<file path="config.mk">
export PLATFORM = sky130hd
export DESIGN_NAME = axis_dual_frame_source
export DESIGN_NICKNAME = d
export VERILOG_FILES = /design/src/rtl/axis_dual_frame_source.sv
export SDC_FILE = /design/constraint.sdc
export NUM_CORES = 1
export LEC_CHECK = 0
export BUFFER_PORTS_ARGS = -buffer_cell sky130_fd_sc_hd__buf_2
export CAP_MARGIN = 20
export CORE_ASPECT_RATIO = 1.25
export CORE_MARGIN = 2
export CORE_UTILIZATION = 46
export CTS_CLUSTER_SIZE = 40
export DETAILED_ROUTE_END_ITERATION = 10
export PLACE_DENSITY = 0.78
export SETUP_SLACK_MARGIN = 0.02
export SLEW_MARGIN = 20
export SYNTH_ARGS = -nofsm -noshare
export SYNTH_HDL_FRONTEND = slang
export SYNTH_SLANG_ARGS = --single-unit
</file>
<file path="constraint.sdc">
create_clock -name m00_axis_aclk -period 2.09 [get_ports m00_axis_aclk]
set_input_delay 0 -clock m00_axis_aclk [delete_from_list [all_inputs] [get_ports m00_axis_aclk]]
set_output_delay 0 -clock m00_axis_aclk [all_outputs]
set_load 0.03 [all_outputs]
</file>
<file path="src/rtl/axis_dual_frame_source.sv">
// Dual AXI4-Stream ramp-frame source; beat k on both streams is {HI_WORDn, k}, and tlast is set on beat FRAME_LEN-1.
// Latency: first tvalid appears one cycle after enable is sampled; full rate is 1 beat/cycle per stream.
// Backpressure: each stream handshakes on its own, but the beat index advances only after both streams accept.
module axis_dual_frame_source #(
    parameter int          DATA_WIDTH = 64,
    parameter int          FRAME_LEN  = 1024,
    parameter int          GAP_CYCLES = 0,
    parameter logic [31:0] HI_WORD0   = 32'h0000_0002,
    parameter logic [31:0] HI_WORD1   = 32'h0000_0001
) (
    input  logic                    m00_axis_aclk,
    input  logic                    m00_axis_aresetn,
    input  logic                    enable,
    output logic [DATA_WIDTH-1:0]   m00_axis_tdata,
    output logic [DATA_WIDTH/8-1:0] m00_axis_tstrb,
    output logic                    m00_axis_tlast,
    output logic                    m00_axis_tvalid,
    input  logic                    m00_axis_tready,
    output logic [DATA_WIDTH-1:0]   m01_axis_tdata,
    output logic [DATA_WIDTH/8-1:0] m01_axis_tstrb,
    output logic                    m01_axis_tlast,
    output logic                    m01_axis_tvalid,
    input  logic                    m01_axis_tready,
    output logic                    busy,
    output logic [31:0]             frame_count
);
    typedef enum logic [1:0] {IDLE, SEND, GAP} state_t;

    localparam logic [31:0] LAST_IDX = 32'(FRAME_LEN - 1);
    localparam logic [7:0]  GAP_LAST = (GAP_CYCLES > 0) ? 8'(GAP_CYCLES - 1) : 8'd0;

    state_t      state, state_nxt;
    logic [31:0] idx, idx_nxt;
    logic [7:0]  gap_cnt, gap_nxt;
    logic        acc0, acc0_nxt, acc1, acc1_nxt;
    logic        vld0, vld0_nxt, vld1, vld1_nxt;
    logic [31:0] fc_nxt;
    logic        hs0, hs1, done0, done1;

    assign hs0   = vld0 & m00_axis_tready;
    assign hs1   = vld1 & m01_axis_tready;
    assign done0 = acc0 | hs0;
    assign done1 = acc1 | hs1;

    always_comb begin
        state_nxt = state;
        idx_nxt   = idx;
        gap_nxt   = gap_cnt;
        acc0_nxt  = acc0;
        acc1_nxt  = acc1;
        vld0_nxt  = vld0;
        vld1_nxt  = vld1;
        fc_nxt    = frame_count;
        case (state)
            IDLE: begin
                if (enable) begin
                    state_nxt = SEND;
                    idx_nxt   = 32'd0;
                    vld0_nxt  = 1'b1;
                    vld1_nxt  = 1'b1;
                end
            end
            SEND: begin
                if (done0 && done1) begin
                    acc0_nxt = 1'b0;
                    acc1_nxt = 1'b0;
                    if (idx != LAST_IDX) begin
                        idx_nxt  = idx + 32'd1;
                        vld0_nxt = 1'b1;
                        vld1_nxt = 1'b1;
                    end else begin
                        fc_nxt  = frame_count + 32'd1;
                        idx_nxt = 32'd0;
                        gap_nxt = 8'd0;
                        if (GAP_CYCLES > 0) begin
                            state_nxt = GAP;
                            vld0_nxt  = 1'b0;
                            vld1_nxt  = 1'b0;
                        end else if (enable) begin
                            vld0_nxt = 1'b1;
                            vld1_nxt = 1'b1;
                        end else begin
                            state_nxt = IDLE;
                            vld0_nxt  = 1'b0;
                            vld1_nxt  = 1'b0;
                        end
                    end
                end else begin
                    // A stream that has taken the beat goes quiet until its partner catches up.
                    acc0_nxt = done0;
                    acc1_nxt = done1;
                    vld0_nxt = vld0 & ~hs0;
                    vld1_nxt = vld1 & ~hs1;
                end
            end
            GAP: begin
                if (gap_cnt == GAP_LAST) begin
                    idx_nxt = 32'd0;
                    if (enable) begin
                        state_nxt = SEND;
                        vld0_nxt  = 1'b1;
                        vld1_nxt  = 1'b1;
                    end else begin
                        state_nxt = IDLE;
                    end
                end else begin
                    gap_nxt = gap_cnt + 8'd1;
                end
            end
            default: state_nxt = IDLE;
        endcase
    end

    always_ff @(posedge m00_axis_aclk or negedge m00_axis_aresetn) begin
        if (!m00_axis_aresetn) begin
            state       <= IDLE;
            idx         <= 32'd0;
            gap_cnt     <= 8'd0;
            acc0        <= 1'b0;
            acc1        <= 1'b0;
            vld0        <= 1'b0;
            vld1        <= 1'b0;
            frame_count <= 32'd0;
            busy        <= 1'b0;
        end else begin
            state       <= state_nxt;
            idx         <= idx_nxt;
            gap_cnt     <= gap_nxt;
            acc0        <= acc0_nxt;
            acc1        <= acc1_nxt;
            vld0        <= vld0_nxt;
            vld1        <= vld1_nxt;
            frame_count <= fc_nxt;
            busy        <= (state_nxt != IDLE);
        end
    end

    // Outputs decode from registers only, so tvalid never depends on tready within a cycle.
    assign m00_axis_tvalid = vld0;
    assign m01_axis_tvalid = vld1;
    assign m00_axis_tlast  = vld0 & (idx == LAST_IDX);
    assign m01_axis_tlast  = vld1 & (idx == LAST_IDX);
    assign m00_axis_tdata  = (state == SEND) ? {HI_WORD0, idx} : '0;
    assign m01_axis_tdata  = (state == SEND) ? {HI_WORD1, idx} : '0;
    assign m00_axis_tstrb  = '1;
    assign m01_axis_tstrb  = '1;
endmodule

</file>
==> out/summary.txt, run 1 <==
outcome -> finished with violations
failing checks -> setup timing
critical path's largest stage delay -> 0.46 ns
register area share after synthesis -> 37.89%
Area contributors post-synth -> dfrtp_1, buf_4, xnor2_1, and2_1, xor2_1
Top cell by count, worst path -> buf_4
compound-gate portion of the synthesized area -> 7.866%
largest net degree at the start of global routing -> 47
IO buf count -> 107
Pint -> 2812 uW
Worst setup EP type -> flip-flop
initial antenna violation count -> 0
IO Pins -> 186
Yosys reg bits -> 79
Buf+Inv Stages, Crit Path -> 3
CP startpoint kind -> flip-flop
Worst Setup SP -> idx[30]
worst-skew pair later-pin latency -> 0.35 ns
Sw Share -> 32.98%
Root Buffer -> clkbuf_16
first-pass GRT wire length -> 21,490 um
DRT Pass-1 Iters -> 5
TritonCTS Buffers -> 9
Slew Limit Fails -> 0
Nets -> 746
Hold Crit Class -> in -> reg
top cell type by total area after synthesis -> dfrtp_1
Mapped Area -> 5218 sq um
total net switching power -> 1384 uW
critical path class -> reg -> reg
xor and xnor area share after synthesis -> 10.74%
Area Growth Syn to Fin -> 33.31%
Mean Syn Cell Area -> 9.011 sq um
Post-Synthesis Cells -> 579
unrepaired setup endpoints after global routing -> true
largest family of logic cells by synthesized area -> simple AND/OR/NAND/NOR gates
Routed WL -> 14,250 um
clk buf depth -> 2
share of cells above drive strength 1 -> 40.57%
peak supply drop -> 0.4276 mV
Congestion Overflow GR -> 0
end-of-flow core utilization -> 62.76%
fin crit share -> 108.8%
CP Cell Sequence -> nor4_2 > buf_4 > nand4_1 > buf_6 > or3_4 > buf_4 > nor4_4 > xor2_1
Placed Instances -> 843
design area -> 6955 sq um
detailed-route via count -> 4,683
DRC -> 0
routed len/inst -> 16.25 um
Synth Flop Type -> dfrtp_1
post-place instance area -> 6005 sq um
max cap viols -> 0
row count -> 43
pre-CTS setup slack -> -0.2434 ns
Worst EP required -> 2.34 ns
Clock Pin Slew Worst Setup and Hold Paths -> 0.06 ns
Starting Density -> 47.08%
slew margin rel. -> 64.10%
final cell count without fillers -> 877
htree depth -> 3
Post-synth EDFFs -> 0
HP Start -> m01_axis_tready
dpl hpwl -> 9094 um
Yosys Warn Count -> 0
core area -> 11,080 sq um
Final setup viols -> 66
clock skew -> 0.01059 ns
CTS tree -> built
final setup margin -> -0.1837 ns
post-synth top area share -> 37.89%
Period minus WS final -> 2.274 ns
adder-cell share of the synthesized area -> 0.9592%
Sink Count -> 79
Diodes inserted -> 0
clock network fraction of total power -> 39.0%
vias per std cell -> 5.340
post-route ant nets -> 0
CP Max Fanout -> 7
Post-synth top cells -> buf_4, dfrtp_1, nor2_1
number of global-route vias before repair -> 4,405
ys async rst share -> 100.0%
final hold violation count -> 0
initial DRC count -> 278
Crit-path slowest cell -> or3_4
PwrDens -> 603.3 nW/um^2
part of the power in combinational logic -> 21.6%
CP top delay family -> simple AND/OR/NAND/NOR gates
die width -> 99.26 um
Seq pwr share -> 39.3%
Pleak -> 0.003537 uW
Global Route Usage Sum -> 22.18%
die height -> 123.1 um
multiplexer share of the synthesized area -> 0.2158%
fmax -> 439.8 MHz
Arr. time, crit path -> 2.52 ns
Hold Slack -> 0.01937 ns
worst r2r src -> idx[30]
post-synthesis simple-gate area fraction -> 23.31%
Unique masters post-synth -> 49
DIE AREA -> 12,220 sq um
GPL Wtd Cong -> 0.8758
Worst-Margin Slew -> 0.5249 ns
count leader, synth -> buf_4
## power by group through the flow
stage / Combinational (uW) / Sequential, uW / Clock (uW)
finish: 907 / 1650 / 1640
global route: 972 / 1660 / 1710
global placement: 838 / 1670 / 0
CTS: 868 / 1650 / 1640
floorplan: 778 / 1680 / 0
detailed placement: 851 / 1680 / 0
## repair_timing
item	in CTS	in global routing
endpoints found under the hold margin	36	0
setup endpoints to repair	75	78
gates cloned	4	0
pin swaps	25	37
buffers inserted	4	9
resized for setup	44	72
hold buffers	3	0
## logic make-up after synthesis
family          count (synthesis)
other cells                     2
flops                          79
mux                             1
simple gates                  226
xor+xnor                       64
buf+inv                       147
fa+ha+maj                       4
compound gates                 56
## metrics by stage
| stage | setup TNS, ns | power [uW] |
|---|---|---|
| 6_report | -5.564 | 4196 |
| 5_1_grt | -9.755 | 4339 |
| 4_1_cts | -4.696 | 4162 |
| 3_5_place_dp | -10.60 | 2526 |
| 3_3_place_gp | -9.735 | 2507 |
| 2_1_floorplan | -1.963 | 2456 |
## metal layers
layer,GRT usage [%],wire length [um]
met1,26.34,5147
met2,38.81,7436
met3,4.183,1202
met4,10.36,466
met5,0,0
## path summary, 6_finish.rpt
| check | slack [ns] | end | cells past startpoint |
|---|---|---|---|
| max | -0.18 | frame_count[22] | 8 |
| min | 0.02 | acc1 | 3 |
| max reg2reg | -0.18 | frame_count[22] | 8 |
| min reg2reg | 0.47 | frame_count[31] | 1 |
| max in group asynchronous | 1.32 | gap_cnt[4] | 3 |
| min in group asynchronous | 0.17 | idx[6] | 2 |
## cell usage in the layout (no fill, tap or decap), drive strengths merged, types with 2 or more instances in the layout
cell,netlist,layout
a2111oi,16,16
a211oi,5,5
a21o,2,2
a21oi,10,10
a221o,2,2
a31oi,5,5
and2,35,35
and3,9,9
and4,7,7
buf,119,199
clkbuf,15,10
clkinv,0,3
conb,2,78
dfrtp,79,79
dlygate4sd3,0,3
ha,4,4
inv,13,14
nand2,40,40
nand3,25,25
nand4,23,23
nor2,47,47
nor3,17,17
nor4,14,14
o211ai,2,2
o21ai,5,5
o31ai,4,4
or3,1,3
or4,2,2
or4b,1,2
xnor2,42,42
xor2,22,22
## registers in the layout (all words and copies together), names as in the netlist
| signal | count |
|---|---|
| busy | 1 |
| m00_axis_tvalid | 1 |
| acc0 | 1 |
| state | 2 |
| acc1 | 1 |
| idx | 32 |
| gap_cnt | 8 |
| m01_axis_tvalid | 1 |
| frame_count | 32 |
## worst min-delay path: stages
cell	delay (ns)
buf_2	0.12
a21oi_1	0.12
o31ai_1	0.08
## final cells by class
cell class	instances	area, sq um
clock inverters	6	68.82
well taps	135	168.9
multi-input cells	432	3077
inverters	13	48.80
clock buffers	10	239.0
fillers	868	4128
flip-flops and latches	79	1993
repair buffers	202	1360
(Power assumes the default switching activity.)
==> inputs of run 2 (changes only) <==
ABC_AREA = 1   (was not set)
CORE_UTILIZATION = 48   (was 46)
==> run 2 against run 1 <==
The run now ends clean; wire length is 13% higher; setup slack better by 0.31 ns; cell count is 43% higher; clock power is 3% lower; largest cell class unchanged.
==> out/summary.txt, run 2 <==
Final setup viols -> 0
unrepaired setup endpoints after global routing -> false
die width -> 106.9 um
number of global-route vias before repair -> 5,510
Period minus WS final -> 1.960 ns
max cap viols -> 0
DIE AREA -> 14,190 sq um
CP startpoint kind -> flip-flop
Post-Synthesis Cells -> 1,002
most frequent cells in the layout -> nand2_1, nor2_1, buf_2, conb_1, dfrtp_1
Worst Setup SP -> idx[0]
Placed Instances -> 1,237
Congestion Overflow GR -> 0
slew margin rel. -> 62.37%
critical path class -> reg -> out
Post-synth EDFFs -> 0
final hold violation count -> 0
Worst-Margin Slew -> 0.5644 ns
htree depth -> 3
Pleak -> 0.003682 uW
Reg2Reg Setup Slack -> 0.19 ns
post-route ant nets -> 0
WHS Path Cells -> 4
IO Pins -> 186
DRC -> 0
TritonCTS Buffers -> 9
initial antenna violation count -> 0
Starting Density -> 48.49%
outcome -> finished clean
Seq pwr share -> 38.3%
Root Buffer -> clkbuf_16
share of cells above drive strength 1 -> 14.67%
core area -> 13,110 sq um
Min-Delay Endpoint -> m00_axis_tvalid
Unique masters post-synth -> 30
first-pass GRT wire length -> 25,880 um
number of cells on the worst reg-to-reg path -> 10
Mapped Area -> 6359 sq um
post-synth top area share -> 31.09%
GPL Wtd Cong -> 0.9571
fmax -> 510.2 MHz
Hold Crit Class -> in -> reg
critical path's largest stage delay -> 0.43 ns
post-place instance area -> 6526 sq um
largest registers -> frame_count (32), idx (32), gap_cnt (8)
design area -> 6875 sq um
Sw Share -> 35.88%
Synth Flop Type -> dfrtp_1
die height -> 132.7 um
Mean Syn Cell Area -> 6.346 sq um
Slew Limit Fails -> 0
peak supply drop -> 0.4416 mV
Diodes inserted -> 0
detailed-route via count -> 6,104
ys async rst share -> 100.0%
Area Growth Syn to Fin -> 8.127%
Area contributors post-synth -> dfrtp_1, nand2_1, buf_4, nor2_1, nand3_1
clock skew -> 0.006031 ns
largest net degree at the start of global routing -> 43
IO buf count -> 107
top cell type by total area after synthesis -> dfrtp_1
commonest non-fill, non-tap cell in the layout -> nand2_1
clk buf depth -> 2
Tot Pwr -> 4456 uW
part of the power in combinational logic -> 26.1%
Worst EP required -> 2.09 ns
register area share after synthesis -> 31.09%
CP Cell Sequence -> ha_4 > nand2_2 > nor2_4 > nand2_4 > clkinv_4 > nand2_2 > nor2_4 > inv_1 > nor2_1 > buf_4
Yosys Warn Count -> 0
worst-skew pair later-pin latency -> 0.34 ns
count leader, synth -> nand2_1
end-of-flow core utilization -> 52.43%
Sink Count -> 79
Reg2Reg Capture Point -> frame_count[16]
Global Route Usage Sum -> 22.80%
clock network fraction of total power -> 35.6%
HP Start -> m00_axis_tready
Crit-path slowest cell -> dfrtp_2
Yosys reg bits -> 79
Nets -> 1,091
worst r2r src -> idx[0]
total net switching power -> 1599 uW
Arr. time, crit path -> 1.96 ns
row count -> 47
PwrDens -> 648.0 nW/um^2
routed len/inst -> 12.80 um
Post-synth top cells -> nand2_1, nor2_1, buf_4
vias per std cell -> 4.864
Final TNS setup -> 0 ns
initial DRC count -> 328
Worst setup EP type -> output pin
fin crit share -> 93.77%
dpl hpwl -> 12,050 um
final cell count without fillers -> 1,255
DRT Pass-1 Iters -> 5
CP Max Fanout -> 6
Clock Pin Slew Worst Setup and Hold Paths -> 0.06 ns
Routed WL -> 16,070 um
CTS tree -> built
Pint -> 2857 uW
==> run 2: cell types whose count changed after synthesis, sizes merged, moves of 30 or more <==
| cell | previous run | this run |
|---|---|---|
| nor2 | 47 | 179 |
| xnor2 | 42 | 5 |
| nand2 | 40 | 390 |
| inv | 13 | 73 |
| and2 | 35 | 0 |
| nand3 | 25 | 55 |
==> run 2: worst max-delay path, delay by kind of cell (launching register included) <==
family | cells | cell delay (ns)
flip-flops | 1 | 0.43
buffers and inverters | 3 | 0.34
adder cells (fa/ha/maj) | 1 | 0.17
AND/OR/NAND/NOR | 6 | 0.69
==> run 2: repair_timing <==
item / in CTS / in global routing
buffers inserted: 0 / 3
pin swaps: 0 / 1
setup endpoints to repair: 1 / 35
gates resized for setup: 2 / 4
hold endpoints to repair: 40 / 0
hold buffers: 2 / 0
==> run 2: worst max-delay path by stage <==
stage	to	slack, ns	cells past startpoint
final	m00_axis_tlast	0.13	10
after global routing	m00_axis_tlast	0.03	10
after CTS	m00_axis_tlast	0.04	10
after detailed placement	gap_cnt[2]	0.13	9
after global placement	gap_cnt[2]	0.19	9
after floorplan	frame_count[28]	0.30	10
==> run 2: through the flow <==
stage | worst slack, ns | hold WS (ns)
floorplan | 0.2959 | -0.2956
global placement | 0.1939 | 0.02187
detailed placement | 0.1330 | 0.02594
CTS | 0.03672 | 0.01551
global route | 0.03414 | 0.04854
finish | 0.1302 | 0.02688
==> run 2: area by class of cell <==
type | count | area (sq um)
fillers | 1354 | 6238
multi-input cells | 793 | 3405
flip-flops and latches | 79 | 1979
repair buffers | 125 | 708.2
inverters | 74 | 282.8
clock buffers | 12 | 256.5
well taps | 171 | 214.0
clock inverters | 1 | 30.03
==> run 2: power by group through the flow <==
stage | sequential [uW] | combinational, uW | clock, uW
6_report | 1710 | 1160 | 1590
5_1_grt | 1720 | 1260 | 1650
4_1_cts | 1690 | 1140 | 1610
3_5_place_dp | 1720 | 1130 | 0
3_3_place_gp | 1710 | 1120 | 0
2_1_floorplan | 1740 | 1000 | 0
==> run 2: layer usage <==
layer,track usage [%],share of wire (%),vias to the layer above
met3,3.547,5.8,55
met5,0,0,-
met4,12.91,5.1,0
met2,39.10,49,231
li1,-,-,3057
met1,26.90,40,2761
==> run 2: cell families (layout without fill, tap and decap cells) <==
kind of cell / after synthesis / count (layout) / synth area share, %
simple gates: 662 / 662 / 42.72
buf+inv: 206 / 212 / 20.05
flops: 79 / 79 / 31.09
compound gates: 30 / 30 / 2.617
xor+xnor: 19 / 19 / 2.617
fa+ha+maj: 4 / 4 / 0.7871
other cells: 2 / 78 / 0.1181
